--- config.mk ---
export PLATFORM = sky130hd
export DESIGN_NAME = pwm_multi
export DESIGN_NICKNAME = d
export VERILOG_FILES = /design/src/rtl/pwm_multi.sv
export SDC_FILE = /design/constraint.sdc
export NUM_CORES = 1
export LEC_CHECK = 0
export BUFFER_PORTS_ARGS = -buffer_cell sky130_fd_sc_hd__buf_2
export CAP_MARGIN = 20
export CORE_MARGIN = 1.5
export CORE_UTILIZATION = 35
export DETAILED_ROUTE_END_ITERATION = 8
export GPL_TIMING_DRIVEN = 0
export PLACE_DENSITY = 0.5
export SYNTH_ARGS = -nofsm -noshare
export SYNTH_HDL_FRONTEND = slang
export SYNTH_SLANG_ARGS = --single-unit
--- constraint.sdc ---
create_clock -name clk -period 2.7 [get_ports clk]
set_clock_uncertainty 0.1 [all_clocks]
set_input_delay 0.675 -clock clk [delete_from_list [all_inputs] [get_ports clk]]
set_output_delay 0.675 -clock clk [all_outputs]
set_load 0.02 [all_outputs]
--- src/rtl/pwm_multi.sv ---
// Multi-channel PWM generator: one shared period counter, double-buffered period/compare set.
// Define PWM_MULTI_CENTER_EN to add the center-aligned (up/down counting) mode and its center port.
module pwm_multi #(
  parameter int XLEN = 3,
  parameter int NCH  = 4
) (
  input  logic                clk,
  input  logic                rst,
  input  logic                en,
  input  logic                upd,
  input  logic [XLEN-1:0]     period,
  input  logic [NCH*XLEN-1:0] ampl,
`ifdef PWM_MULTI_CENTER_EN
  input  logic                center,
`endif
  output logic [NCH-1:0]      signal,
  output logic                sync
);

  // Same bit layout as the flat ampl port: channel i sits at [i*XLEN +: XLEN].
  typedef logic [NCH-1:0][XLEN-1:0] ampl_set_t;

  logic [XLEN-1:0] cnt;
  logic [XLEN-1:0] cnt_nxt;
  logic [XLEN-1:0] period_act;
  logic [XLEN-1:0] sh_period;
  logic [XLEN-1:0] src_period;
  logic [XLEN-1:0] period_m1;
  ampl_set_t       ampl_act;
  ampl_set_t       sh_ampl;
  ampl_set_t       src_ampl;
  logic [NCH-1:0]  signal_nxt;
  logic            sync_nxt;
  logic            boundary;
  logic            is_idle;
  logic            at_top;
  logic            dir_up;

`ifdef PWM_MULTI_CENTER_EN
  typedef enum logic {DIR_UP, DIR_DOWN} dir_t;
  dir_t dir;
  dir_t dir_nxt;
  logic center_act;
  logic sh_center;
  logic src_center;

  assign src_center = upd ? center : sh_center;
`endif

  assign period_m1  = period_act - XLEN'(1);
  assign is_idle    = (period_act == '0);
  assign at_top     = (cnt == period_m1);
  // An update strobe on the loading edge bypasses the shadow so new values win immediately.
  assign src_period = upd ? period : sh_period;
  assign src_ampl   = upd ? ampl_set_t'(ampl) : sh_ampl;

  // Next-state and output decode for the counter / direction machine.
  always_comb begin
    // NOTE: every signal driven here gets a default first, so no path can infer a latch.
    cnt_nxt = cnt;
`ifdef PWM_MULTI_CENTER_EN
    dir_nxt  = dir;
    dir_up   = (dir == DIR_UP);
    boundary = is_idle || (center_act ? (dir == DIR_DOWN && cnt == '0) : at_top);
    if (boundary) begin
      cnt_nxt = '0;
      dir_nxt = DIR_UP;
    end else if (!center_act) begin
      cnt_nxt = cnt + XLEN'(1);
    end else if (dir_up) begin
      // The top value is held for a second cycle while the direction turns around.
      if (at_top) dir_nxt = DIR_DOWN;
      else        cnt_nxt = cnt + XLEN'(1);
    end else begin
      cnt_nxt = cnt - XLEN'(1);
    end
`else
    dir_up   = 1'b1;
    boundary = is_idle || at_top;
    if (boundary) cnt_nxt = '0;
    else          cnt_nxt = cnt + XLEN'(1);
`endif
    for (int i = 0; i < NCH; i++) begin
      signal_nxt[i] = !is_idle && (cnt < ampl_act[i]);
    end
    sync_nxt = !is_idle && (cnt == '0) && dir_up;
  end

  always_ff @(posedge clk) begin
    // NOTE: state registers use non-blocking assignments so every flop samples pre-edge values.
    if (rst) begin
      cnt        <= '0;
      period_act <= '0;
      ampl_act   <= '0;
      sh_period  <= '0;
      sh_ampl    <= '0;
      signal     <= '0;
      sync       <= 1'b0;
`ifdef PWM_MULTI_CENTER_EN
      dir        <= DIR_UP;
      center_act <= 1'b0;
      sh_center  <= 1'b0;
`endif
    end else begin
      if (upd) begin
        sh_period <= period;
        sh_ampl   <= ampl_set_t'(ampl);
`ifdef PWM_MULTI_CENTER_EN
        sh_center <= center;
`endif
      end
      if (en) begin
        cnt    <= cnt_nxt;
        signal <= signal_nxt;
        sync   <= sync_nxt;
`ifdef PWM_MULTI_CENTER_EN
        dir    <= dir_nxt;
`endif
        if (boundary) begin
          period_act <= src_period;
          ampl_act   <= src_ampl;
`ifdef PWM_MULTI_CENTER_EN
          center_act <= src_center;
`endif
        end
      end
    end
  end

endmodule

==> results.toml, run 1 <==
[run_status]
outcome = "completed"

[timing]
slew_violations = 0
tightest_slew_ns = 0.468
relSlewSlack = 0.688
hold_viol_final = 0
finalSetupViolCount = 0
fin_tns_setup_ns = 0
min_period_ns = 2.41
finalWorstSetupSlack_ns = 0.286
fin_crit_sh = 0.894
rsz0062_at_grt = "false"
clock.fmax_mhz = 414

[floorplanning]
die_h_um = 74.8
io-pin-count = 24
initial_core_util = 0.372
dieArea_um2 = 5590
core-area_um2 = 4850
row_count = 25
die_w_um = 74.8

[pwr]
p_per_area_nw_per_um2 = 578
power.leakage_nw = 0.981
max-vdd-ir-drop_v = 0.000261

[layout]
syn_to_final_growth_pct = 15.5
design_area_um2 = 2080
nNetsFinal = 244
fillerInstances = 490
drive_gt1_frac = 0.215
antenna_cells = 0

[cts]
post_cts_buffers = 0
ctsHoldBuffers = 0
numClockSinks = 38
cts-root-buf = "clkbuf_8"
cts_resized = 0
cts_tree = "done"
clockBufferDepth = 2
clkLatencyLatePin_ns = 0.28
htreeDepth = 2
cts_buffers = 5
clkTransAtPathRegs_ns = 0.07

[synth]
yosysMostFrequentCell = "dfxtp_1"
syn_area_um2 = 1800
ys.flop_type = "dfxtp_1"
syn_inst = 185
syn_nets = 216
ys_warn_count = 0
synthTopCellsByCount = "dfxtp_1, nor2_1, inv_1"
synth_area_leader_cell = "dfxtp_1"
synth.top_cell.area_share = 0.422
synth.distinct_cells = 22
synth-edff-count = 0
post_synth.cell_area_avg_um2 = 9.75
netlist_top_cells_area = "dfxtp_1, mux2i_1, ha_1, mux2_4, nor2_1"
async_reset_ff_frac = 0
yosysSeqAreaShare = 0.422
synth-seq-cells = 38

[routing]
drc = 0
vias_per_cell = 4.49
ant_nets = 0
dr.first_iter.drc_count = 37
wl_um = 3270
drt_pass1_iterations = 4
post_drt_wl_per_cell_um = 11.6
vias = 1263

[worst_setup_path]
worst_setup_path_start_kind = "register"
arrival_ns = 2.48
worstSetupEndpointType = "register"
cp.required_ns = 2.77
critPathKind = "reg2reg"
cp_max_fo = 10

[global_routing]
antenna_found_initial = 0
grt_max_degree = 12
grt_overflow = 0
grt_use_total = 0.133
grt_pass1_wl_um = 5520
first_global_vias = 1254

[placed_design]
dp_worst_setup_slack_ns = 0.291
routabilityCongestion = 0.793
hpwl_um = 2510
place_area_um2 = 1990
io_buffers = 21

[flow_run]
drv_cap = 0

[min_path]
min_path_type = "reg2reg"
-- path summary, 6_finish.rpt --
check / from / to / slack (ns) / cells after the start
setup reg to reg: period_act[0] / ampl_act[3] / 0.29 / 9
hold reg to reg: sync / sync / 0.37 / 2
hold / removal: sync / sync / 0.37 / 2
setup / recovery: period_act[0] / ampl_act[3] / 0.29 / 9
-- layout by cell type (no fill, tap or decap), drive strengths merged --
cell    count
nor2       31
o31ai       1
clkbuf      9
nand2       2
a21oi      14
a31oi       1
clkinv      1
nor4        1
xor2        3
nor2b       4
ha         12
buf        29
mux2       15
dfxtp      38
nand2b     12
nand3       3
inv        18
mux2i      16
o211ai      4
-- power by group --
group          internal (mW)  switching, mW
Clock                  0.206          0.184
Combinational         0.0998          0.105
Sequential             0.595         0.0138
-- flip-flops by register name, indices dropped and copies added (netlist names) --
name and count:
ampl_act 12, sh_ampl 12, signal 4, cnt 3
period_act 3, sh_period 3, sync 1
-- worst max-delay path: stages (launching register included) --
cell	delay, ns
dfxtp_1	0.35
inv_1	0.07
ha_1	0.21
ha_1	0.33
xor2_1	0.16
a31oi_1	0.31
nand2b_1	0.18
buf_6	0.14
buf_8	0.16
mux2_4	0.30
-- per-layer routing --
layer	share of wire	routed length, um	GRT usage
met5	0	0	0
met2	0.46	1510	0.222
met4	0.0082	27	0.0384
met1	0.50	1640	0.165
met3	0.029	94	0.0442
-- kinds of logic after synthesis --
group / count (synthesis) / synth area share
DFF: 38 / 0.422
and+or+nand+nor: 53 / 0.136
AOI/OAI and AO/OA: 20 / 0.0632
muxes: 31 / 0.203
adders and majority gates: 12 / 0.0833
buffers and inverters: 28 / 0.0777
xor gates and xnor gates: 3 / 0.0146
-- final cells by class --
| class | count | area [um^2] | area share |
|---|---|---|---|
| tap | 67 | 83.8 | 0.0402 |
| inverter | 18 | 67.6 | 0.0324 |
| multi-input combinational | 119 | 902 | 0.433 |
| sequential | 38 | 761 | 0.365 |
| clock inverter | 1 | 5.00 | 0.00240 |
| buffer | 10 | 72.6 | 0.0348 |
| timing repair buffer | 21 | 105 | 0.0505 |
| clock buffer | 7 | 86.3 | 0.0414 |
-- per-stage QoR --
step           utilization  hold slack [ns]  power, mW  instances
2_1_floorplan            -            0.362      0.777        185
3_3_place_gp         0.411            0.355      0.822        273
3_5_place_dp         0.411            0.364      0.829        273
4_1_cts              0.430            0.376       1.23        281
5_1_grt              0.430            0.402       1.27        281
6_report             0.430            0.370       1.20        281
Power figures use the tool's default switching activity.
==> run 2: changes to the inputs <==
ABC_AREA = 1   (was not set)
CTS_CLUSTER_DIAMETER = 150   (was not set)
==> results.toml, run 2 <==
[run_status]
outcome = "completed"

[synth]
syn_area_um2 = 1870
yosysMostFrequentCell = "nand2_1"
yosysSeqAreaShare = 0.406
post_synth.cell_area_avg_um2 = 8.18
ys.flop_type = "dfxtp_1"
synth_area_leader_cell = "dfxtp_1"
syn_nets = 260
synth-seq-cells = 38
syn_inst = 229
async_reset_ff_frac = 0
netlist_top_cells_area = "dfxtp_1, nand2_1, ha_1, a21oi_1, nand3_2"
ys_warn_count = 0
synth-edff-count = 0
synthTopCellsByCount = "nand2_1, dfxtp_1, a21oi_1"
synth.top_cell.area_share = 0.406
synth.distinct_cells = 22

[timing]
fin_crit_sh = 0.705
finalSetupViolCount = 0
finalWorstSetupSlack_ns = 0.795
tightest_slew_ns = 0.569
fin_hold_ws_ns = 0.369
fin_tns_setup_ns = 0
hold_viol_final = 0
relSlewSlack = 0.620
min_period_ns = 1.90
rsz0062_at_grt = "false"
clock.fmax_mhz = 525
slew_violations = 0

[floorplanning]
core-area_um2 = 5140
die_w_um = 76.2
io-pin-count = 24
dieArea_um2 = 5800
initial_core_util = 0.365
row_count = 26
die_h_um = 76.2

[pwr]
p_per_area_nw_per_um2 = 616
power.leakage_nw = 0.979
max-vdd-ir-drop_v = 0.000273

[global_routing]
first_global_vias = 1489
grt_overflow = 0
grt_max_degree = 13
grt_use_total = 0.147
grt_pass1_wl_um = 6860
antenna_found_initial = 0

[worst_setup_path]
cp_num_cells = 12
arrival_ns = 1.99
worstSetupEndpointType = "register"
worst_setup_path_start_kind = "register"
cpLargestDelayFamily = "simple AND/OR/NAND/NOR gates"
cp_max_fo = 10
path_buf_inv = 3
ff2ff_setup_slack_ns = 0.80
cp.required_ns = 2.78
r2r.worst_path.cells = 12
crit_top_cell = "nand2_1"
critPathKind = "reg2reg"
slowest_delay_ns = 0.37
worstPathCellList = "inv_1, ha_1, ha_1, inv_1, nand2_1, nand2_1, nand3_2, nand2_4, buf_12, nand3_1, nand2_1, nor2_1"
critical_path.slowest_cell = "dfxtp_1"

[placed_design]
dp_worst_setup_slack_ns = 0.789
hpwl_um = 2880
io_buffers = 21
routabilityCongestion = 0.766

[cts]
cts_tree = "done"
clkLatencyLatePin_ns = 0.29
clkTransAtPathRegs_ns = 0.08
htreeDepth = 2
numClockSinks = 38
cts_buffers = 5
post_cts_buffers = 0
cts-root-buf = "clkbuf_8"
cts_resized = 0
clockBufferDepth = 2
ctsHoldBuffers = 0

[layout]
nNetsFinal = 288
final_cell_mix = "nand2_1, dfxtp_1, a21oi_1"
layout_commonest_cell = "nand2_1"
syn_to_final_growth_pct = 16.1
drive_gt1_frac = 0.229
top_regs = "ampl_act: 12 flops, sh_ampl: 12 flops, signal: 4 flops"
antenna_cells = 0

[routing]
vias = 1468
drc = 0
vias_per_cell = 4.48
post_drt_wl_per_cell_um = 11.5
ant_nets = 0
dr.first_iter.drc_count = 85
wl_um = 3760
drt_pass1_iterations = 4

[min_path]
min_delay_path_depth = 2
min_path_type = "reg2reg"

[flow_run]
drv_cap = 0
[run 2: cell count changes after synthesis, sizes merged, moves of 9 or more]
cell    change
mux2       -15
nand3      +22
a21oi      +18
nor2       -12
mux2i       -9
nand2b     -12
nand2      +53
[run 2: path summary, 6_finish.rpt]
kind,from,end
hold reg to reg,sh_ampl[11],sh_ampl[11]
setup / recovery,period_act[0],ampl_act[0]
hold / removal,sh_ampl[11],sh_ampl[11]
setup reg to reg,period_act[0],ampl_act[0]
[run 2: metrics by stage]
step	utilization	power, mW	cells	instance area (um^2)
floorplan	-	0.816	229	1870
global placement	0.402	0.876	320	2070
detailed placement	0.402	0.880	320	2070
CTS	0.423	1.36	328	2180
global route	0.423	1.42	328	2180
finish	0.423	1.34	328	2180
[run 2: tightest hold or removal path, cell delays in order, from the launching register on]
cell and delay (ns):
dfxtp_1 0.30, nand2_1 0.07, a21oi_1 0.06
[run 2: layout make-up]
| type | count | area (um^2) |
|---|---|---|
| plain buffers | 11 | 100 |
| clock buffers | 5 | 68.8 |
| clock inverters | 3 | 40.0 |
| fillers | 563 | 2960 |
| inverters | 22 | 82.6 |
| multi-input cells | 158 | 931 |
| flip-flops and latches | 38 | 761 |
| well taps | 70 | 87.6 |
| repair buffers | 21 | 105 |
[run 2: metal layers]
metal  GRT usage  part of all wire  vias to the layer above
met3      0.0359             0.020                        6
met5           0                 0                        -
met4      0.0389             0.013                        0
met1       0.183              0.48                      651
li1            -                 -                      798
met2       0.253              0.48                       13
[run 2: power by group]
group	switching, mW	total [mW]	internal (mW)
sequential	0.0181	0.617	0.599
clock	0.207	0.479	0.272
combinational	0.143	0.245	0.102
[run 2: cell families after synthesis]
family | share of synthesized area
AND/OR/NAND/NOR | 0.248
flip-flops | 0.406
XOR/XNOR | 0.00467
AO/OA/AOI/OAI | 0.126
adder cells (fa/ha/maj) | 0.0801
buffers and inverters | 0.0975
multiplexers | 0.0374
